### src/rtl/layer_pkg.sv
// layer_pkg: shared definitions for the convolutional layer datapath.
//   - default geometry macros (overridable from the build)
//   - clog2 and lane-index helpers
//   - default accumulator / output widths
//   - parameter legality checks used at elaboration
`ifndef NUM_PE
`define NUM_PE 4
`endif
`ifndef OUT_FM_CH
`define OUT_FM_CH 4
`endif
`ifndef IN_FM_CH
`define IN_FM_CH 3
`endif
`ifndef DW
`define DW 16
`endif

package layer_pkg;

    localparam int unsigned ACC_W_DEF = 32;
    localparam int unsigned OUT_W_DEF = 16;

    // Ceiling log2; clog2(1) = 0.
    function automatic int unsigned clog2(input int unsigned n);
        int unsigned r;
        r = 0;
        while ((64'd1 << r) < 64'(n)) r++;
        return r;
    endfunction

    // Flat lane index for output channel oc, pixel lane pe.
    function automatic int unsigned lane_idx(input int unsigned oc,
                                             input int unsigned pe,
                                             input int unsigned num_pe);
        return oc * num_pe + pe;
    endfunction

    function automatic bit shift_ok(input int unsigned shift, input int unsigned acc_w);
        return shift < acc_w;
    endfunction

    function automatic bit relu_ok(input int unsigned relu);
        return relu <= 1;
    endfunction

endpackage

### src/rtl/layer_requant.sv
// layer_requant: combinational single-lane requantiser.
//   acc    : signed accumulator value (ACC_W bits)
//   result : round-half-up, arithmetic shift by SHIFT, optional ReLU,
//            saturated to signed OUT_W bits
module layer_requant
    import layer_pkg::*;
#(
    parameter int unsigned ACC_W = ACC_W_DEF,
    parameter int unsigned OUT_W = OUT_W_DEF,
    parameter int unsigned SHIFT = 0,
    parameter int unsigned RELU  = 0
) (
    input  logic signed [ACC_W-1:0] acc,
    output logic signed [OUT_W-1:0] result
);

    localparam int unsigned RSH = (SHIFT > 0) ? SHIFT - 1 : 0;
    localparam logic signed [ACC_W:0] ONE  = (ACC_W+1)'(1);
    localparam logic signed [ACC_W:0] RND  = (SHIFT > 0) ? (ONE << RSH) : '0;
    localparam logic signed [ACC_W:0] MAXV = (ONE << (OUT_W-1)) - ONE;
    localparam logic signed [ACC_W:0] MINV = -(ONE << (OUT_W-1));

    // One extra bit so the rounding add cannot overflow.
    logic signed [ACC_W:0] ext;
    logic signed [ACC_W:0] sum;
    logic signed [ACC_W:0] sh;

    always_comb begin
        ext = {acc[ACC_W-1], acc};
        sum = ext + RND;
        sh  = sum >>> SHIFT;
        if (RELU == 1 && sh < 0) sh = '0;
        if (sh > MAXV)      result = MAXV[OUT_W-1:0];
        else if (sh < MINV) result = MINV[OUT_W-1:0];
        else                result = sh[OUT_W-1:0];
    end

endmodule

### src/rtl/layer_acc_blk.sv
// layer_acc_blk: accumulates IN_FM_CH input-channel beats per pixel group
// with a per-output-channel bias, then requantises and emits one result
// word per group.
//   i_clk / i_rst : clock, synchronous active-high reset
//   i_bias_en     : load i_bias_data (ACC_W per output channel)
//   i_en / i_data : one valid beat, DW-bit signed lanes, k = oc*NUM_PE+pe
//   o_en          : single-cycle pulse, o_result valid
//   o_result      : OUT_W-bit signed lanes, same order as i_data
//   o_busy        : group partially accumulated
module layer_acc_blk
    import layer_pkg::*;
#(
    parameter int unsigned NUM_PE    = `NUM_PE,
    parameter int unsigned OUT_FM_CH = `OUT_FM_CH,
    parameter int unsigned IN_FM_CH  = `IN_FM_CH,
    parameter int unsigned DW        = `DW,
    parameter int unsigned ACC_W     = ACC_W_DEF,
    parameter int unsigned OUT_W     = OUT_W_DEF,
    parameter int unsigned SHIFT     = 0,
    parameter int unsigned RELU      = 0
) (
    input  logic                              i_clk,
    input  logic                              i_rst,
    input  logic                              i_bias_en,
    input  logic [ACC_W*OUT_FM_CH-1:0]        i_bias_data,
    input  logic                              i_en,
    input  logic [DW*NUM_PE*OUT_FM_CH-1:0]    i_data,
    output logic                              o_en,
    output logic [OUT_W*NUM_PE*OUT_FM_CH-1:0] o_result,
    output logic                              o_busy
);

    localparam int unsigned NL = NUM_PE * OUT_FM_CH;
    localparam int unsigned CW = (clog2(IN_FM_CH) > 0) ? clog2(IN_FM_CH) : 1;
    localparam logic [CW-1:0] LAST = CW'(IN_FM_CH - 1);

    if (!shift_ok(SHIFT, ACC_W) || !relu_ok(RELU) || IN_FM_CH < 1
        || ACC_W < DW + clog2(IN_FM_CH) + 1 || OUT_W > ACC_W) begin : g_bad_param
        $error("layer_acc_blk: illegal parameter combination");
    end

    logic [CW-1:0]           cnt;
    logic                    done;
    logic signed [ACC_W-1:0] acc  [NL];
    logic signed [ACC_W-1:0] bias [OUT_FM_CH];
    logic signed [OUT_W-1:0] q    [NL];

    // Bias is read on the first beat before any same-cycle reload lands,
    // so a coincident i_bias_en only affects the following group.
    always_ff @(posedge i_clk) begin
        if (i_rst) begin
            cnt  <= '0;
            done <= 1'b0;
            for (int unsigned k = 0; k < NL; k++) acc[k] <= '0;
            for (int unsigned oc = 0; oc < OUT_FM_CH; oc++) bias[oc] <= '0;
        end else begin
            done <= i_en && (cnt == LAST);
            if (i_en) begin
                cnt <= (cnt == LAST) ? '0 : cnt + 1'b1;
                for (int unsigned oc = 0; oc < OUT_FM_CH; oc++) begin
                    for (int unsigned pe = 0; pe < NUM_PE; pe++) begin
                        acc[lane_idx(oc, pe, NUM_PE)] <=
                            ((cnt == '0) ? bias[oc] : acc[lane_idx(oc, pe, NUM_PE)])
                            + ACC_W'(signed'(i_data[lane_idx(oc, pe, NUM_PE)*DW +: DW]));
                    end
                end
            end
            if (i_bias_en) begin
                for (int unsigned oc = 0; oc < OUT_FM_CH; oc++)
                    bias[oc] <= i_bias_data[oc*ACC_W +: ACC_W];
            end
        end
    end

    for (genvar k = 0; k < NL; k++) begin : g_lane
        layer_requant #(
            .ACC_W (ACC_W),
            .OUT_W (OUT_W),
            .SHIFT (SHIFT),
            .RELU  (RELU)
        ) u_requant (
            .acc    (acc[k]),
            .result (q[k])
        );
    end

    // Captures acc while done is high; a back-to-back first beat reloads
    // acc on the same edge, so the old sum is what gets registered here.
    always_ff @(posedge i_clk) begin
        if (i_rst) begin
            o_en     <= 1'b0;
            o_result <= '0;
        end else begin
            o_en <= done;
            if (done) begin
                for (int unsigned k = 0; k < NL; k++)
                    o_result[k*OUT_W +: OUT_W] <= q[k];
            end
        end
    end

    assign o_busy = (cnt != '0);

endmodule

### config.mk
export PLATFORM = sky130hd
export DESIGN_NAME = layer_acc_blk
export DESIGN_NICKNAME = d
export VERILOG_FILES = /design/src/rtl/layer_pkg.sv /design/src/rtl/layer_requant.sv /design/src/rtl/layer_acc_blk.sv
export SDC_FILE = /design/constraint.sdc
export NUM_CORES = 2
export LEC_CHECK = 0
export ABC_AREA = 0
export BUFFER_PORTS_ARGS = -buffer_cell sky130_fd_sc_hd__buf_4
export CAP_MARGIN = 20
export CORE_ASPECT_RATIO = 0.9
export CORE_MARGIN = 3
export CORE_UTILIZATION = 40
export CTS_CLUSTER_SIZE = 16
export DETAILED_ROUTE_END_ITERATION = 7
export PLACE_DENSITY_LB_ADDON = 0.1
export REMOVE_ABC_BUFFERS = 1
export SLEW_MARGIN = 5
export SYNTH_ARGS = -nofsm -noshare
export SYNTH_HDL_FRONTEND = slang
export SYNTH_SLANG_ARGS = --single-unit
### constraint.sdc
create_clock -name i_clk -period 17.4 [get_ports i_clk]
set_clock_uncertainty 0.2 [all_clocks]
set_input_delay 1.74 -clock i_clk [delete_from_list [all_inputs] [get_ports i_clk]]
set_output_delay 1.74 -clock i_clk [all_outputs]
set_load 0.01 [all_outputs]
Word-level counts from Yosys, hierarchy flattened
Memory sizes are Yosys's and may differ from the RTL's. Cells that the tools add are included.

Memories kept: 2. Register bits after elaboration: 260. Latch bits: 0. Input bits: 388. ROM bits: 0. Logic and storage cells: 156. Memory bits (writable): 640.

Memories: acc (words 16, bits a word 32, rd ports 16, clocked after Yosys merged registers in 0, wr ports 16, RTL line layer_acc_blk.sv:44) `logic signed [ACC_W-1:0] acc [NL];`; bias (words 4, bits a word 32, rd ports 4, clocked after Yosys merged registers in 0, wr ports 4, RTL line layer_acc_blk.sv:45) `logic signed [ACC_W-1:0] bias [OUT_FM_CH];`.

Divide/modulo/power cells: 0. $mul: 0. Add/subtract/negate cells: 17. Shift operators: 0. Equal/unequal tests: 1. Bitwise logic cells: 20. Reduce and logical (&&, ||, !) cells: 3. Magnitude comparators: 32. Multiplexer cells: 77.

Operator list (count): 2-to-1 mux 32 bit (36); adder 32 x 16 -> 32 bit (16); > comparator 32 x 16 -> 1 bit, second input constant (16); < comparator 32 x 16 -> 1 bit, second input constant (16); 2-to-1 mux 16 bit (32); OR 1 bit (20); 2-to-1 mux 1 bit (8); adder 2 x 1 -> 2 bit, second input constant (1); == test 2 bit, second input constant (1); logical NOT 2 bit (1); 2-to-1 mux 2 bit (1); nonzero test 2 bit (1); logical AND 1 bit (1).

Logic depth before layout (Yosys ltp)
Depth after elaboration: 4. Gate-level depth with buffers: 20. Mapped depth without buffers: 16.

Modules after synthesis
Synthesis repeated with hierarchy kept, for this count alone.

Cell total of the unflattened synthesis: 7296. Area, all modules: 64569.4 sq um.

By module, submodules not included: layer_acc_blk (cells an instance 6848, area an instance 60865.9 sq um, times used 1, sequential area each 24423.4 sq um); layer_requant (cells an instance 28, area an instance 231.5 sq um, times used 16, sequential area each 0.0 sq um).

Worst setup path after synthesis
No wires, ideal clock.

Kind: input port to flip-flop. From: in i_rst. To: mem acc[0][0] (netlist bit) (enable). Setup slack: 7866 ps. Stages: 4. Path buffers: 3. Setup time: 667 ps. Arrival time: 8667 ps. Required time: 16533 ps. Cell sequence: clkbuf_1 > clkbuf_1 > clkbuf_1 > or2_2.

RTL lines: from (decl) (RTL line layer_acc_blk.sv:23) `input logic i_rst,`; to (decl) (RTL line layer_acc_blk.sv:44).

==> flow_metrics.py <==
metrics = {
    "outcome": {
        "status": "complete, no violations",
    },
    "detailed_routing": {
        "avgViaCountPerCell": 5.61,
        "wl_per_cell_microns": 22.1,
        "drc": 0,
        "drt_pass1_iterations": 6,
        "routed_wl_microns": 224000,
        "ant_nets": 0,
        "drtIter0Drc": 4751,
        "vias": 56800,
    },
    "synthesis": {
        "syn-cell-area_sq_um": 63500,
        "syn_area_per_cell_sq_um": 8.57,
        "synth_ff_type": "edfxtp_1",
        "synth_top_area_share_pct": 30.2,
        "ys_warn_count": 0,
        "synth-xor-area-share_pct": 5.49,
        "async_flop_share_pct": 0,
        "synth_top_family_by_area": "simple AND/OR/NAND/NOR gates",
        "synthCells": 7416,
        "yosys.area_share.simple_pct": 22.7,
        "synth_edf_count": 640,
        "synth.area.mux_share_pct": 0.380,
        "synth_area_leaders": "edfxtp_1, ha_1, dfxtp_1",
        "synth_fa_ha_area_share_pct": 11.2,
        "seq_area_frac_synth_pct": 38.4,
        "synth_common_cells": "nand2_1, a21oi_1, nor2_1",
        "yosysUniqueCellTypes": 87,
        "ys_ff_latch": 900,
        "synth_compound_area_share_pct": 19.2,
        "synth_most_common_cell": "nand2_1",
        "yosysTopAreaCell": "edfxtp_1",
    },
    "cts": {
        "cts_buffers": 108,
        "h-tree-depth": 3,
        "ctsLongestPathBuffers": 3,
        "cts_tree": "yes",
        "insertion_delay_ns": 0.73,
        "cts-hold-fix-buffers": 0,
        "clock-sinks": 900,
        "post-cts-setup-buffer-count": 0,
        "cts.clk_slew.worst_paths_ns": 0.06,
        "cts-resized-gates": 0,
        "cts_root_buf": "clkbuf_16",
    },
    "timing": {
        "finalSetupViolCount": 0,
        "slew_violations": 0,
        "max_freq_ghz": 0.157,
        "period_needed_ns": 6.39,
        "grt_setup_unrepaired": "false",
        "period_share_pct": 36.7,
        "worstMarginPinSlew_ns": 1.15,
        "whs_ns": 0.267,
        "hold_viol_final": 0,
        "finalWorstSetupSlack_ns": 11.01,
        "maxSlewHeadroom_pct": 23.2,
    },
    "floorplanning": {
        "die_area_sq_um": 164000,
        "die_w_microns": 426,
        "num_io_pins": 646,
        "core-area_sq_um": 157000,
        "die-height_microns": 384,
        "start_util_pct": 40.3,
        "rows": 138,
    },
    "power": {
        "total_leakage_power_nw": 32.6,
        "p_per_area_nw_per_um2": 103,
        "ir_drop_mv": 0.0864,
    },
    "hold_path": {
        "min-delay-start": "o_result[71]",
        "hold_end": "o_result[71]",
        "hp-class": "flip-flop to flip-flop",
        "hold_depth": 2,
    },
    "final_layout": {
        "num-nets-final": 8870,
        "syn_to_final_growth_pct": 16.5,
        "final_core_util_pct": 47.0,
        "drive_above_1_share_pct": 11.5,
    },
    "setup_path": {
        "crit-reg2reg-launch": "cnt[0]",
        "criticalPathCategory": "flip-flop to flip-flop",
        "arrival_ns": 6.65,
        "crit_required_ns": 17.66,
        "max_stage_delay_ns": 0.75,
        "path_cells": "nor2_4 -> inv_8 -> buf_4 -> buf_4 -> buf_4 -> nand2_1 -> nand2_1 -> ha_1 -> nand2_1 -> o21ai_0 -> nor3b_1 -> a21oi_1 -> nor4b_4 -> o21ai_0 -> a2111oi_2 -> a311oi_1 -> mux2i_1",
        "ff2ff_setup_slack_ns": 11.01,
        "end_kind": "flip-flop",
        "rr_worst_depth": 17,
        "reg2reg_to": "acc[0][253]",
        "start_kind": "flip-flop",
        "cp_max_fo": 96,
        "cpMaxStageDelayCell": "buf_4",
    },
    "place": {
        "place_hpwl_microns": 167000,
        "io_buffers": 645,
        "pre_cts_ws_ns": 11.18,
        "gp_congestion": 0.930,
    },
    "grt": {
        "first_global_vias": 54600,
        "grt_max_degree": 147,
        "grt.overflow.total": 0,
        "antenna_found_initial": 23,
        "grtUsageTotal_pct": 26.4,
        "grt_pass1_wl_microns": 335000,
    },
    "flow_run": {
        "maxCapViolCount": 0,
    },
}
-- how the worst max path moves through the flow --
stage,startpoint,endpoint,slack [ns],depth (start not counted)
floorplan,cnt[0],acc[0][218],-0.02,14
global placement,i_rst,acc[0][191],11.21,9
detailed placement,i_rst,acc[0][191],11.18,9
CTS,cnt[0],acc[0][253],11.19,17
global route,cnt[0],acc[0][253],10.65,17
finish,cnt[0],acc[0][253],11.01,17
-- flip-flops by register name (all words and copies together), names as in the netlist --
register  cells
acc         512
o_en          1
done          1
bias        128
o_result    256
cnt           2
-- area by class of cell --
cell class | instances | area [sq um]
Fill cell | 15600 | 83500
Clock inverter | 54 | 520
Clock buffer | 149 | 3070
Antenna cell | 21 | 52.6
Timing Repair Buffer | 694 | 5240
Multi-Input combinational cell | 6083 | 37500
Inverter | 135 | 514
Sequential cell | 900 | 24400
Tap cell | 2100 | 2630
-- critical path: cells and delay by family, from the launching register on --
kind / cells / cell delay, ns
muxes: 1 / 0.14
adders and majority gates: 1 / 0.20
buffers and inverters: 4 / 2.46
DFF: 1 / 0.42
AOI/OAI and AO/OA: 5 / 1.60
and+or+nand+nor: 6 / 0.82
-- kinds of logic (layout without fill, tap and decap cells) --
kind of cell	Yosys count	in the layout
and+or+nand+nor	3129	3129
xor gates and xnor gates	398	398
muxes	23	23
AOI/OAI and AO/OA	1973	1973
buffers and inverters	433	1032
other	0	21
DFF	900	900
adders and majority gates	560	560
-- per-layer routing --
metal  global-route usage [%]  share of wire, %  vias up
met3                     2.75               4.4      332
met5                        0                 0        -
met1                     34.9                44    27300
met4                     10.9               4.1        0
met2                     43.9                48     1513
li1                         -                 -    27700
-- report_power, final --
group          switching, mW  internal, mW
Sequential             0.160          2.59
Combinational           1.54         0.996
Clock                  0.982          1.38
-- placed cells by master, fill, tap and decap left out, types with 47 or more instances in the layout --
| cell | count |
|---|---|
| o21a_1 | 57 |
| and3_1 | 47 |
| inv_1 | 134 |
| nor3_1 | 96 |
| and2_1 | 181 |
| a31oi_1 | 74 |
| o21ai_0 | 479 |
| xor2_1 | 182 |
| o21bai_1 | 60 |
| nand2b_1 | 312 |
| xnor2_1 | 216 |
| a21oi_1 | 663 |
| clkbuf_16 | 113 |
| a211oi_1 | 91 |
| nor2b_1 | 70 |
| nand4_1 | 128 |
| nand2_1 | 1355 |
| nand3_1 | 98 |
| dfxtp_1 | 259 |
| nor2_1 | 647 |
| a21o_1 | 262 |
| ha_1 | 544 |
| edfxtp_1 | 640 |
| buf_4 | 691 |
| nor4_1 | 79 |
-- metrics by stage --
stage,power (mW),setup TNS (ns),cells,cell area (sq um)
CTS,7.67,0,10100,74000
detailed placement,5.30,0,9912,70400
global placement,5.28,0,9912,70400
finish,7.64,0,10100,74000
floorplan,4.58,-0.0247,7118,62400
global route,8.10,0,10100,74000
No activity file was read; power rests on OpenSTA's default activity.
